==> src/rtl/tdm_demux_sv.sv <==
// TDM receive demultiplexer: aligns on frame_start and emits whole frames.
// Optional saturating error counter port enabled by TDM_DEMUX_ERRCNT_EN.
module tdm_demux_sv #(
    parameter int N = 4,
    parameter int W = 8
) (
    input  logic                 clk,
    input  logic                 rst_n,
    input  logic [W-1:0]         in_data,
    input  logic                 in_valid,
    input  logic                 frame_start,
    output logic [N*W-1:0]       out_data,
    output logic                 out_valid,
    output logic [$clog2(N)-1:0] slot,
    output logic                 frame_err
`ifdef TDM_DEMUX_ERRCNT_EN
    ,
    output logic [7:0]           err_count
`endif
);

    localparam int SW = $clog2(N);
    localparam logic [SW-1:0] LAST = SW'(N - 1);
    localparam logic [SW-1:0] ONE  = SW'(1);

    typedef enum logic {
        HUNT,
        COLLECT
    } state_t;

    state_t          state;
    state_t          state_nxt;
    logic [SW-1:0]   slot_nxt;
    logic [N*W-1:0]  asm_q;
    logic [N*W-1:0]  asm_nxt;
    logic [N*W-1:0]  out_nxt;
    logic            ov_nxt;
    logic            err_nxt;
    logic            early;
    logic            missing;

    assign early   = frame_start && (slot != '0);
    assign missing = !frame_start && (slot == '0);

    always_ff @(posedge clk) begin
        if (!rst_n) begin
            state     <= HUNT;
            slot      <= '0;
            asm_q     <= '0;
            out_data  <= '0;
            out_valid <= 1'b0;
            frame_err <= 1'b0;
        end else begin
            state     <= state_nxt;
            slot      <= slot_nxt;
            asm_q     <= asm_nxt;
            out_data  <= out_nxt;
            out_valid <= ov_nxt;
            frame_err <= err_nxt;
        end
    end

    always_comb begin
        state_nxt = state;
        slot_nxt  = slot;
        asm_nxt   = asm_q;
        out_nxt   = out_data;
        ov_nxt    = 1'b0;
        err_nxt   = 1'b0;
        if (in_valid) begin
            unique case (state)
                HUNT: begin
                    if (frame_start) begin
                        asm_nxt[W-1:0] = in_data;
                        slot_nxt       = ONE;
                        state_nxt      = COLLECT;
                    end
                end
                COLLECT: begin
                    if (early) begin
                        // partial frame is thrown away; marker word restarts it
                        err_nxt        = 1'b1;
                        asm_nxt        = '0;
                        asm_nxt[W-1:0] = in_data;
                        slot_nxt       = ONE;
                    end else if (missing) begin
                        err_nxt   = 1'b1;
                        slot_nxt  = '0;
                        state_nxt = HUNT;
                    end else begin
                        asm_nxt[slot*W +: W] = in_data;
                        if (slot == LAST) begin
                            out_nxt  = {in_data, asm_q[(N-1)*W-1:0]};
                            ov_nxt   = 1'b1;
                            slot_nxt = '0;
                        end else begin
                            slot_nxt = slot + ONE;
                        end
                    end
                end
                default: begin
                    state_nxt = HUNT;
                    slot_nxt  = '0;
                end
            endcase
        end
    end

`ifdef TDM_DEMUX_ERRCNT_EN
    always_ff @(posedge clk) begin
        if (!rst_n) begin
            err_count <= 8'd0;
        end else if (err_nxt && (err_count != 8'hFF)) begin
            err_count <= err_count + 8'd1;
        end
    end
`endif

endmodule

==> config.mk <==
export PLATFORM = sky130hd
export DESIGN_NAME = tdm_demux_sv
export DESIGN_NICKNAME = d
export VERILOG_FILES = /design/src/rtl/tdm_demux_sv.sv
export SDC_FILE = /design/constraint.sdc
export NUM_CORES = 1
export LEC_CHECK = 0
export ABC_AREA = 1
export BUFFER_PORTS_ARGS = -buffer_cell sky130_fd_sc_hd__buf_4
export CORE_ASPECT_RATIO = 0.5
export CORE_MARGIN = 4
export CORE_UTILIZATION = 30
export CTS_BUF_LIST = sky130_fd_sc_hd__clkbuf_8 sky130_fd_sc_hd__clkbuf_16
export DETAILED_ROUTE_END_ITERATION = 10
export HOLD_SLACK_MARGIN = 0.1
export PLACE_DENSITY = 0.53
export SLEW_MARGIN = 20
export SYNTH_ARGS = -nofsm -noshare
export SYNTH_HDL_FRONTEND = slang
export SYNTH_SLANG_ARGS = --single-unit
==> constraint.sdc <==
create_clock -name clk -period 1.81 [get_ports clk]
set_clock_uncertainty 0.05 [all_clocks]
set_input_delay 0.0905 -clock clk [delete_from_list [all_inputs] [get_ports clk]]
set_output_delay 0.0905 -clock clk [all_outputs]
set_load 0.02 [all_outputs]
# == After elaboration in Yosys (flattened, before gate mapping) ==
# Cells that the tools add are included.
# totals
register_bits,69
inputBits,12
# op_classes
n_reduce_logical,11
mux,17
n_shift,2
n_eq_ne,4
n_bitwise,5
add_sub_neg,2
# op_table
op,n
32-bit 2-to-1 mux,2
5-bit negation with 34-bit output,1
8-bit by 34-bit variable shift with 32-bit output (first input constant),1
8-bit by 34-bit variable part select with 32-bit output,1
32-bit bitwise mux,1
8-bit case mux with 2 select lines,1
3-bit AND reduction,3
2-bit 2-to-1 mux,4
8-bit 2-to-1 mux,1
1-bit 2-to-1 mux,6
1-bit NOT,5
5-bit AND reduction,1
5-bit OR reduction,1
2-bit != test (second input constant),2
2-bit case mux with 2 select lines,1
3-bit != test (second input constant),1
2-bit by 1-bit adder with 2-bit output (second input constant),1
2-bit equality test (second input constant),1
1-bit logical AND,2
2-bit zero test,1
1-bit case mux with 2 select lines,1
2-bit AND reduction,1
2-bit nonzero test,1
1-bit zero test,1

# == Depth between registers and ports, before layout ==
# Gate-level depths: netlist of run 1.
# depth
depth_word,6
ltp_mapped,11
depth_no_buf,10

# == Worst setup path before layout of run 1 ==
# Ideal clock, no wire load.
# synth_path
path_kind,reg2reg
start,register slot[0]
end,register asm_q[4]
setup_slack_ns,-0.054
stages_incl_launch_ff,10
synth_period_minus_slack_ns,1.864
t_arrival_ns,1.701
path_buffers,1
cell_sequence,dfxtp_1 > inv_1 > ha_1 > inv_2 > nand3_1 > nand3_1 > buf_2 > nand2_1 > nand2_1 > nor2_1
# synth_via
elab_chain_len,6
elab_cells_between_ends,13
classes_between,add/sub (1); eq/ne (1); shift (2); mux (4); reduce/logical (5)
# synth_lines
element,line,source
start: declaration,14,"output logic [$clog2(N)-1:0] slot,"
start signal: assignment,55,slot <= slot_nxt;
5-bit negation with 34-bit output,91,asm_nxt[slot*W +: W] = in_data;
8-bit by 34-bit variable part select with 32-bit output or 8-bit by 34-bit variable shift with 32-bit output (tied branches),91,
32-bit bitwise mux,91,
32-bit 2-to-1 mux,86,end else if (missing) begin
32-bit 2-to-1 mux,80,if (early) begin
8-bit case mux with 2 select lines,71,unique case (state)
end signal: assignment,56,asm_q <= asm_nxt;
end: declaration,34,logic [N*W-1:0] asm_q;
# Several ways; a longest one is shown, not always the timed one. The select of a mux whose other input is x is not followed.
# A chain may end at the register's enable or synchronous reset.

# == Worst setup path after layout of run 1 ==
# layout_path
start,register slot[0]
end,register asm_q[2]
# The elaborated chain is that of the path after synthesis.

==> impl.org, run 1 <==
** Power and ir drop
- Leakage Power :: 1.627 nW
- Power spread over the standard cell area amounts to 966.8 nW/um2.
- IR analysis of the VDD net gives a maximum drop of 419.2 uV.

** CTS
- CTS saw 61 sinks.
- CTS H-Tree Depth :: 3
- The tree is rooted in a sky130_fd_sc_hd__clkbuf_16.
- Clock-pin slew was measured on the worst setup and hold paths at 0.05 ns.
- Buffers inserted during clock tree synthesis total 9.
- No sink is reached through more buffers than the 2 on the longest clock path.
- The clock reaches the later pin of the worst-skew pair after 0.33 ns.
- TritonCTS built the clock tree.

** Floorplan
- The die covers 10450 um2.
- During I/O placement, the number of pins put on the boundary was 48.
- Die H :: 74.32 um
- Area of the core :: 8288 um2
- Starting density of the core :: 0.3184
- Die X-Extent :: 140.6 um
- The floorplan has 23 rows.

** Layout
- The layout has 900 filler cells.
- Register cell area after layout :: 1222 um2
- After the last flow step, the layout net total stands at 448.
- The area growth from synthesis to layout is 34.95%.
- Layout cells sized above 1 :: 0.2179
- Most common cell after layout, fill and taps aside :: sky130_fd_sc_hd__nor2_1
- N_diodes :: 0
- Most frequent cells in the layout :: sky130_fd_sc_hd__nor2_1, sky130_fd_sc_hd__nand2_1, sky130_fd_sc_hd__dfxtp_1
- Summing all multi-input logic gate instances after layout gives 1191 um2.

** Critical path
- STA puts the critical path data required time at 1.98 ns.
- For the worst setup path, the data arrival time is 1.81 ns.
- Of all nets on the critical path, the largest fanout is 8.
- The worst setup path is launched from a register.
- STA classifies the critical path endpoint as a register.
- The most critical setup path has its startpoint at slot[0]$_SDFFE_PN0P_.
- Start of the worst register-to-register path :: slot[0]$_SDFFE_PN0P_
- Worst setup path class :: reg2reg

** Synth
- The cell area that synthesis handed to floorplanning was 2639 um2.
- Total of warnings raised by yosys :: 0
- Portion of the post-synthesis area used by sequential elements :: 0.4628
- The number of different library cells used by synthesis comes to 26.
- The biggest area contributor in the post-synthesis netlist is sky130_fd_sc_hd__dfxtp_1.
- After technology mapping, the gate count stands at 369.
- Area fraction of the dominant cell type after synthesis :: 0.4628
- Sorting the synthesized cells by area gives the leading types as sky130_fd_sc_hd__dfxtp_1, sky130_fd_sc_hd__nor2_1, sky130_fd_sc_hd__nand2_1, sky130_fd_sc_hd__o21ai_0, sky130_fd_sc_hd__inv_1.
- Post-synthesis area per instance :: 7.151 um2
- Counting flops and latches in the post-synthesis netlist gives 61.
- Net Count, Synth :: 386

** GRT
- Summed over all layers, the global routing overflow is 0.
- Via count of the first global-routing pass :: 2220
- First-pass GRT wire length :: 11260 um
- Entering global routing, the biggest net connects 37 pins.
- The number of antenna violations at the first check in global routing is 0.
- Overall global routing resource usage :: 0.1406

** STA
- The number of pins exceeding their max-slew limit in the final report came to 0.
- At the pin with the least slew margin, the transition time is 0.3640 ns.
- Setup-failing EPs final :: 0
- Final clock period utilization by the worst path :: 0.9018
- For the finished layout, the period the worst path requires is 1.632 ns.
- Setup repair after global routing missed its margin :: false
- Adding up every negative setup slack in the final design gives 0 ns.
- Max transition margin :: 0.7573
- On the final layout, the worst hold slack is 0.1270 ns.
- Derived from the worst setup path, the maximum achievable clock frequency is 612.6 MHz.
- The final hold violation count came to 0.

** Placement
- The congestion estimate from routability-driven global placement came to 0.8624.
- Port buffering added 47 buffers.
- Detailed placement finished with a half-perimeter wire length of 4562 um.

** Route
- DRT Pass-1 Iters :: 4
- Dividing the detail-routed wire length by the instance count gives 12.16 um.
- DRC :: 0
- The detailed router finished its first iteration with 183 violations.
- Once detail routing completed, the nets flagged for antenna violations numbered 0.
- Total Wirelength :: 6665 um
- The final route contains 2374 vias.
- Using the TritonRoute via totals, the vias-per-cell ratio works out to 4.332.

** Status
- Result of the run :: finished clean

** Min path
- The startpoint identified for the worst hold timing path is rst_n.
- In this run the worst hold path is classified as in2reg.

** Flow run
- Across the run, the number of max-cap violations was 0.
[registers in the layout, indices dropped and copies added (netlist names)]
signal     flops
out_valid      1
out_data      32
frame_err      1
asm_q         24
state          1
slot           2
[kinds of logic (layout without fill, tap and decap cells)]
group / after synthesis / count (layout) / synth area share
flops: 61 / 61 / 0.4628
fa+ha+maj: 5 / 5 / 0.02371
compound gates: 47 / 47 / 0.09104
simple gates: 209 / 209 / 0.3348
buf+inv: 47 / 114 / 0.08772
[per-layer routing]
layer | GRT usage | up-vias | routed length [um] | part of all wire
met4 | 0.05478 | 0 | 112 | 0.017
li1 | - | 1285 | - | -
met5 | 0 | - | 0 | 0
met2 | 0.2002 | 46 | 2606 | 0.39
met1 | 0.1949 | 1033 | 3657 | 0.55
met3 | 0.05074 | 10 | 290 | 0.044
[critical path, stage by stage, from the launching register on]
cell                      delay [ns]
sky130_fd_sc_hd__dfxtp_2        0.31
sky130_fd_sc_hd__inv_1          0.15
sky130_fd_sc_hd__ha_1           0.22
sky130_fd_sc_hd__inv_2          0.07
sky130_fd_sc_hd__a21oi_1        0.26
sky130_fd_sc_hd__nand2_2        0.19
sky130_fd_sc_hd__a21oi_1        0.21
sky130_fd_sc_hd__nor2_1         0.06
[layout make-up]
| cell class | instances | area share |
|---|---|---|
| clock buffers | 12 | 0.07484 |
| clock inverters | 4 | 0.01265 |
| inverters | 30 | 0.03443 |
| multi-input cells | 261 | 0.3345 |
| flip-flops and latches | 61 | 0.3433 |
| well taps | 112 | 0.03935 |
| repair buffers | 68 | 0.1609 |
[worst paths after layout]
| kind | slack (ns) | endpoint | depth (start not counted) |
|---|---|---|---|
| max | 0.18 | asm_q[2]$_SDFFE_PN0P_ | 7 |
| min reg2reg | 0.42 | asm_q[22]$_SDFFE_PN0P_ | 2 |
| max reg2reg | 0.18 | asm_q[2]$_SDFFE_PN0P_ | 7 |
| min | 0.13 | asm_q[21]$_SDFFE_PN0P_ | 3 |
[per-stage QoR]
stage	cells	setup slack (ns)	util	area, um2	power (mW)
after floorplan	369	0.06484	-	2640	1.600
after global placement	521	0.1077	0.3770	3124	1.698
after detailed placement	521	0.1248	0.3770	3124	1.698
after CTS	547	0.1188	0.4266	3536	3.488
after global routing	548	0.008949	0.4297	3561	3.595
final	548	0.1777	0.4297	3561	3.443
[cell usage after synthesis (all sizes together)]
library cell / count
o21ai: 33
nand2: 70
a21oi: 12
clkbuf: 8
inv: 29
ha: 5
o211ai: 1
buf: 9
nor3: 1
nand4: 11
nand3: 6
a211oi: 1
clkinv: 1
dfxtp: 61
nor2: 121
[timing repair]
action | 4_1_cts | 5_1_grt
hold buffers | 10 | 0
endpoints found under the setup margin | 0 | 19
buffers inserted | 0 | 1
gates resized for setup | 0 | 2
hold endpoints to repair | 24 | 0
[power by group]
part / switching [mW] / internal (mW)
logic: 0.189 / 0.116
clock network: 0.583 / 1.17
registers: 0.0129 / 1.37
total: 0.785 / 2.66
No activity file was read; power rests on OpenSTA's default activity.
==> inputs of run 2 (changes only) <==
--- a/config.mk
+++ b/config.mk
@@ -13,7 +13,8 @@
 export CTS_BUF_LIST = sky130_fd_sc_hd__clkbuf_8 sky130_fd_sc_hd__clkbuf_16
 export DETAILED_ROUTE_END_ITERATION = 10
 export HOLD_SLACK_MARGIN = 0.1
-export PLACE_DENSITY = 0.53
+export PLACE_DENSITY = 0.6
+export REMOVE_ABC_BUFFERS = 1
 export SLEW_MARGIN = 20
 export SYNTH_ARGS = -nofsm -noshare
 export SYNTH_HDL_FRONTEND = slang
==> impl.org, run 2 (same netlist as run 1, synthesis figures left out) <==
** Layout
- N_diodes :: 0 (unchanged)
- The area occupied by multi-input gates was 1189 um2 (was 1191 um2).
- The area taken by flip-flops and latches came to 1221 um2 (was 1222 um2).
- The proportion of layout cells with a drive suffix above 1 is 0.2133 (was 0.2179).
- The non-filler instance count after layout is 548 (unchanged).
- Flip-flop count of the largest register, all copies and words added :: 32 (unchanged)
- Area growth syn-to-layout :: 33.85% (was 34.95%)
- Most frequent cells in the layout :: sky130_fd_sc_hd__nor2_1, sky130_fd_sc_hd__nand2_1, sky130_fd_sc_hd__dfxtp_1 (unchanged)
- Count of fill cells added during filler insertion :: 864 (was 900)
- The layout net count was 448 (unchanged).
- Register bank with the most flops :: out_data (unchanged)
- Most common cell after layout, fill and taps aside :: sky130_fd_sc_hd__nor2_1 (unchanged)
- Largest registers :: out_data (32), asm_q (24), slot (2) (unchanged)

** Floorplan
- The starting utilization of the core area is 0.3184 (unchanged).
- The number of I/O pins was 48 (unchanged).
- Row cnt :: 23 (unchanged)
- Die H :: 74.32 um (unchanged)
- The placeable core region is 8288 um2 (unchanged).
- Die X-Extent :: 140.6 um (unchanged)
- The full die area came to 10450 um2 (unchanged).

** GRT
- The via count of the first global-routing pass is 2263 (was 2220).
- Overall global routing resource usage :: 0.1250 (was 0.1406)
- The global route total overflow is 0 (unchanged).
- First-pass GRT wire length :: 10510 um (was 11260 um)
- The number of antenna violations at the first check in global routing came to 0 (unchanged).
- Pin count of the biggest net entering global routing :: 51 (was 37)

** Critical path
- The critical path capture point type is a register (unchanged).
- The largest driver fanout on the critical path was 21 (was 8).
- RR Endpoint :: out_data[5]$_SDFFE_PN0P_ (was asm_q[2]$_SDFFE_PN0P_)
- Worst r2r path cells :: 8 (was 7)
- The sort of element at the start of the critical path is a register (unchanged).
- The arrival time at the worst endpoint came to 1.79 ns (was 1.81 ns).
- Start of the worst register-to-register path :: slot[0]$_SDFFE_PN0P_ (unchanged)
- The setup slack of the most critical reg-to-reg path was 0.18 ns (about the same).
- The start-to-end type of the worst setup path is reg2reg (unchanged).
- Required arrival time at the worst endpoint :: 1.96 ns (was 1.98 ns)

** STA
- The maximum achievable frequency was 611.8 MHz (was 612.6 MHz).
- Final clock period utilization by the worst path :: 0.9030 (was 0.9018)
- Max transition margin :: 0.6796 (was 0.7573)
- Setup-failing EPs final :: 0 (unchanged)
- The minimum setup slack in the final design was 0.1756 ns (was 0.1777 ns).
- Worst slew pin tran :: 0.4805 ns (was 0.3640 ns)
- The final hold violation count was 0 (unchanged).
- The number of pins exceeding their max-slew limit in the final report came to 0 (unchanged).
- Setup repair after global routing missed its margin :: false (unchanged)
- Clock period minus worst slack :: 1.634 ns (was 1.632 ns)

** CTS
- CTS max path bufs :: 2 (unchanged)
- The clock sink count was 61 (unchanged).
- Clock input transition at the sequential cells of the worst setup and hold paths :: 0.05 ns (about the same)
- The TritonCTS clock tree was done (unchanged).
- Number of clock buffers inserted by TritonCTS :: 9 (unchanged)
- Clock insertion delay at the later pin of the skew report :: 0.32 ns (was 0.33 ns)
- CTS H-Tree Depth :: 3 (unchanged)
- Root Buffer :: sky130_fd_sc_hd__clkbuf_16 (unchanged)

** Placement
- The final weighted congestion of routability-driven global placement is 0.8541 (was 0.8624).
- The estimated wirelength of the detail-placed design came to 4252 um (was 4562 um).
- Setup WS pre-CTS :: 0.1509 ns (was 0.1248 ns)
- The port buffer count came to 47 (unchanged).
- The instance count after placement with tap cells included is 523 (was 521).

** Power and ir drop
- Leakage Power :: 1.621 nW (was 1.627 nW)
- The worst ir drop on vdd was 529.2 uV (was 419.2 uV).
- Total Power :: 3.511 mW (was 3.443 mW)
- Power density of the placed cells :: 994.0 nW/um2 (was 966.8 nW/um2)

** Min path
- Hold/Removal Path Class :: in2reg (unchanged)
- The worst-case hold path end point is frame_err$_SDFF_PN0_ (was asm_q[21]$_SDFFE_PN0P_).
- The worst hold path startpoint is frame_start (was rst_n).
- The count of cells along the worst hold path was 3 (unchanged).

** Route
- Initial drt markers :: 100 (was 183)
- Total Wirelength :: 6043 um (was 6665 um)
- Vias per cell :: 4.356 (was 4.332)
- The average wire length per cell after detail routing came to 11.03 um (was 12.16 um).
- The number of detailed-routing iterations run before antenna repair was 4 (unchanged).
- Number of nets with antenna violations after detailed routing :: 0 (unchanged)
- The remaining design rule violation count came to 0 (unchanged).
- The number of vias in the routed layout was 2387 (was 2374).

** Flow run
- The number of max-cap violations came to 0 (unchanged).

** Status
- Result of the run :: finished clean (unchanged)
-- run 2: worst max path at each step --
| stage | startpoint | to | cells after the start |
|---|---|---|---|
| 2_1_floorplan | slot[0]$_SDFFE_PN0P_ | out_data[0]$_SDFFE_PN0P_ | 8 |
| 3_3_place_gp | slot[0]$_SDFFE_PN0P_ | asm_q[20]$_SDFFE_PN0P_ | 8 |
| 3_5_place_dp | slot[0]$_SDFFE_PN0P_ | asm_q[20]$_SDFFE_PN0P_ | 8 |
| 4_1_cts | slot[0]$_SDFFE_PN0P_ | asm_q[19]$_SDFFE_PN0P_ | 8 |
| 5_1_grt | slot[0]$_SDFFE_PN0P_ | asm_q[22]$_SDFFE_PN0P_ | 8 |
| 6_report | slot[0]$_SDFFE_PN0P_ | out_data[5]$_SDFFE_PN0P_ | 8 |
-- run 2: worst max-delay path: stages (launching register included) --
cell,delay [ns]
sky130_fd_sc_hd__dfxtp_1,0.30
sky130_fd_sc_hd__inv_1,0.15
sky130_fd_sc_hd__ha_1,0.21
sky130_fd_sc_hd__inv_2,0.07
sky130_fd_sc_hd__nand2_4,0.10
sky130_fd_sc_hd__nand4_4,0.13
sky130_fd_sc_hd__buf_4,0.23
sky130_fd_sc_hd__o21ai_0,0.21
sky130_fd_sc_hd__nor2_1,0.06
-- run 2: layout make-up --
| cell class | instances | area share |
|---|---|---|
| Sequential cell | 61 | 0.3457 |
| Multi-Input combinational cell | 261 | 0.3365 |
| Timing Repair Buffer | 68 | 0.1509 |
| Clock buffer | 11 | 0.07155 |
| Tap cell | 112 | 0.03967 |
| Inverter | 30 | 0.03471 |
| Clock inverter | 5 | 0.02090 |
-- run 2: report_power, final --
part           internal [mW]  switching [mW]
clock network           1.27           0.558
logic                  0.115           0.185
registers               1.37          0.0126
total                   2.76           0.755
-- run 2: what timing repair did --
action / in CTS / in global routing
gates resized for setup: 0 / 1
buffers inserted: 0 / 0
endpoints found under the hold margin: 22 / 0
hold buffers: 9 / 0
endpoints found under the setup margin: 0 / 7
-- run 2: layer usage --
layer  routed length (um)  track usage  part of all wire  vias to the layer above
met5                    0            0                 0                        -
met4                   75      0.03222             0.012                        0
li1                     -            -                 -                     1275
met3                  204      0.04367             0.034                        9
met2                 2784       0.2108              0.46                       36
met1                 2979       0.1560              0.49                     1067
-- run 2: metrics by stage --
step	util	area, um2	hold WS, ns	setup TNS, ns
finish	0.4262	3532	0.1196	0
global route	0.4262	3532	0.1366	0
CTS	0.4259	3530	0.1091	0
detailed placement	0.3756	3113	0.3185	0
global placement	0.3756	3113	0.3131	0
floorplan	-	2530	0.1381	-6.280
==> inputs of run 3 (changes only) <==
--- a/config.mk
+++ b/config.mk
@@ -13,9 +13,10 @@
 export CTS_BUF_LIST = sky130_fd_sc_hd__clkbuf_8 sky130_fd_sc_hd__clkbuf_16
 export DETAILED_ROUTE_END_ITERATION = 10
 export HOLD_SLACK_MARGIN = 0.1
-export PLACE_DENSITY = 0.6
+export PLACE_DENSITY_LB_ADDON = 0.3
 export REMOVE_ABC_BUFFERS = 1
 export SLEW_MARGIN = 20
 export SYNTH_ARGS = -nofsm -noshare
 export SYNTH_HDL_FRONTEND = slang
 export SYNTH_SLANG_ARGS = --single-unit
+export TNS_END_PERCENT = 30
==> impl.org, run 3 (same netlist as run 1, synthesis figures left out) <==
** Flow run
- The number of max-cap violations was 0 (unchanged).

** Route
- The number of detailed-routing iterations run before antenna repair was 4 (unchanged).
- The number of vias in the routed layout was 2355 (was 2387).
- Number of nets with antenna violations after detailed routing :: 0 (unchanged)
- DRC :: 0 (unchanged)
- Wire length per cell after detailed routing :: 11.43 um (was 11.03 um)
- Vias per cell :: 4.321 (was 4.356)
- The number of design-rule violations left by the first detailed-router iteration is 140 (was 100).
- The total wire length is 6228 um (was 6043 um).

** Floorplan
- The number of cell rows came to 23 (unchanged).
- Die X-Extent :: 140.6 um (unchanged)
- Area of the core :: 8288 um2 (unchanged)
- The full die area came to 10450 um2 (unchanged).
- Die H :: 74.32 um (unchanged)
- The number of I/O pins was 48 (unchanged).
- The starting utilization of the core area came to 0.3184 (unchanged).

** STA
- The shortest clock period the worst path allows after layout was 1.641 ns (was 1.634 ns).
- Worst hold margin :: 0.1292 ns (was 0.1196 ns)
- The final worst-path cycle share was 0.9068 (was 0.9030).
- Setup repair after global routing missed its margin: true (was false).
- The maximum achievable frequency came to 609.3 MHz (was 611.8 MHz).
- Fin. Hold Viols :: 0 (unchanged)
- The number of pins exceeding their max-slew limit in the final report came to 0 (unchanged).
- Max transition margin :: 0.7078 (was 0.6796)
- Setup-failing EPs final :: 0 (unchanged)
- Worst slew pin tran :: 0.4383 ns (was 0.4805 ns)

** CTS
- The CTS clock-pin slew for the worst setup and hold paths came to 0.05 ns (about the same).
- The clock sink count was 61 (unchanged).
- CTS max path bufs :: 2 (unchanged)
- Clock insertion delay at the later pin of the skew report :: 0.33 ns (was 0.32 ns)
- The buffer type at the clock tree root is sky130_fd_sc_hd__clkbuf_16 (unchanged).
- The deepest level of the CTS H-tree is 3 (unchanged).
- CTS tree :: done (unchanged)
- Number of clock buffers inserted by TritonCTS :: 9 (unchanged)
- The setup fix buffers added after clock tree synthesis was 0 (unchanged).

** Placement
- The final weighted congestion of routability-driven global placement is 0.8222 (was 0.8541).
- Number of cells in the design after placement :: 520 (was 523)
- HPWL after DPL :: 4238 um (was 4252 um)
- The area of placed instances came to 3090 um2 (was 3113 um2).
- The port buffer count is 47 (unchanged).

** GRT
- Overall global routing resource usage :: 0.1326 (was 0.1250)
- First-pass GRT wire length :: 10960 um (was 10510 um)
- The met2 capacity usage during global routing came to 0.2044 (was 0.2108).
- The number of antenna violations at the first check in global routing is 0 (unchanged).
- Pin count of the biggest net entering global routing :: 50 (was 51)
- Most utilized layer in the global route result :: met2 (unchanged)
- Residual overflow from global routing :: 0 (unchanged)
- The met3 track demand over resource came to 0.03725 (was 0.04367).
- GR Layer Usage met1 :: 0.1772 (was 0.1560)
- The via count of the first global-routing pass is 2248 (was 2263).

** Power and ir drop
- Sw power :: 799.0 uW (was 755.5 uW)
- The clock power share is 0.508 (was 0.520).
- The fraction of power spent switching nets was 0.2335 (was 0.2152).
- The relative contribution of combinational cells to total power was 0.087 (was 0.085).
- Share of power burned in registers :: 0.405 (was 0.395)
- Internal Pwr Total :: 2.623 mW (was 2.755 mW)
- The power density relative to cell area is 977.9 nW/um2 (was 994.0 nW/um2).
- The worst ir drop on vdd was 394.4 uV (was 529.2 uV).
- Leakage Power :: 1.585 nW (was 1.621 nW)

** Critical path
- Register-to-register setup slack :: 0.17 ns (was 0.18 ns)
- The count of cells along the worst register-to-register path is 8 (unchanged).
- Required arrival time at the worst endpoint :: 1.98 ns (was 1.96 ns)
- The start-to-end type of the worst setup path is reg2reg (unchanged).
- Arrival time reported for the critical path endpoint :: 1.81 ns (was 1.79 ns)
- The startpoint of the worst-slack reg-to-reg timing path was slot[0]$_SDFFE_PN0P_ (unchanged).
- The end of the worst register-to-register path is out_data[1]$_SDFFE_PN0P_ (was out_data[5]$_SDFFE_PN0P_).
- The critical path launch point was slot[0]$_SDFFE_PN0P_ (unchanged).
- CP endpoint kind :: register (unchanged)
- Worst-path maximum fanout :: 19 (was 21)
- The sort of element at the start of the critical path is a register (unchanged).

** Status
- Result of the run: finished clean (unchanged).

** Min path
- The type of the tightest min-delay check is in2reg (unchanged).
- Number of cells traversed by the worst hold path :: 3 (unchanged)
- The worst-case hold path end point is frame_err$_SDFF_PN0_ (unchanged).
- The worst hold path startpoint is frame_start (unchanged).

** Layout
- Layout cells sized above 1 :: 0.2125 (was 0.2133)
- Register bank with the most flops :: out_data (unchanged)
- Flip-flop count of the largest register, all copies and words added :: 32 (unchanged)
- The most frequent standard cell in the layout excluding fill and tap cells was sky130_fd_sc_hd__nor2_1 (unchanged).
- Most frequent cells in the layout: sky130_fd_sc_hd__nor2_1, sky130_fd_sc_hd__nand2_1, sky130_fd_sc_hd__dfxtp_1 (unchanged).
- The layout net count came to 445 (was 448).
- Final Non-Filler Cells :: 545 (was 548)
- Layout Cell Area excl Fill :: 3500 um2 (was 3532 um2)
- Largest registers: out_data (32), asm_q (24), slot (2) (unchanged).
- Area growth syn-to-layout :: 32.62% (was 33.85%)
- N_diodes :: 0 (unchanged)
[run 3: changes by cell type in the layout (fill, tap and decap cells not counted), sizes merged]
| cell | delta |
|---|---|
| clkinvlp | +2 |
| bufinv | -1 |
| buf | -3 |
| inv | -1 |
[run 3: repair_timing]
action                                  CTS  global route
hold endpoints to repair                 26             0
endpoints found under the setup margin    0            48
hold buffers                              9             0
resized for setup                         0             4
[run 3: area by class of cell]
cell class              instances  area [um2]
clock inverters                 5       58.81
multi-input cells             261        1191
well taps                     112       140.1
fillers                       876        4788
flip-flops and latches         61        1221
clock buffers                  11       252.7
repair buffers                 65       510.5
inverters                      30       125.1
[run 3: worst max-delay path, stage by stage (launching register included)]
cell and delay [ns]:
sky130_fd_sc_hd__dfxtp_1 0.30, sky130_fd_sc_hd__inv_1 0.15, sky130_fd_sc_hd__ha_1 0.21, sky130_fd_sc_hd__inv_2 0.07
sky130_fd_sc_hd__nand2_4 0.09, sky130_fd_sc_hd__nand4_4 0.14, sky130_fd_sc_hd__buf_4 0.23, sky130_fd_sc_hd__o21ai_0 0.22
sky130_fd_sc_hd__nor2_1 0.06
[run 3: how the worst max path moves through the flow]
stage,end,slack [ns],cells after the start
final,out_data[1]$_SDFFE_PN0P_,0.17,8
after global routing,asm_q[12]$_SDFFE_PN0P_,-0.04,8
after CTS,out_data[0]$_SDFFE_PN0P_,0.05,8
after detailed placement,out_data[0]$_SDFFE_PN0P_,0.07,8
after global placement,out_data[15]$_SDFFE_PN0P_,0.13,7
after floorplan,out_data[0]$_SDFFE_PN0P_,-0.19,8
[run 3: layer usage]
metal,up-vias,share of wire
li1,1269,-
met1,1034,0.51
met2,46,0.44
met3,6,0.043
met4,0,0.012
met5,-,0
[run 3: power groups by stage]
stage,sequential (mW),combinational (mW),clock [mW]
after floorplan,1.42,0.161,0
after global placement,1.41,0.281,0
after detailed placement,1.41,0.280,0
after CTS,1.38,0.298,1.78
after global routing,1.39,0.345,1.84
final,1.38,0.299,1.74
[run 3: metrics by stage]
stage / TNS, ns / setup WS, ns / total power [mW] / util
floorplan: -6.280 / -0.1886 / 1.580 / -
global placement: 0 / 0.1287 / 1.694 / 0.3729
detailed placement: 0 / 0.06502 / 1.693 / 0.3729
CTS: 0 / 0.05250 / 3.461 / 0.4213
global route: -0.03682 / -0.03682 / 3.573 / 0.4223
finish: 0 / 0.1687 / 3.422 / 0.4223
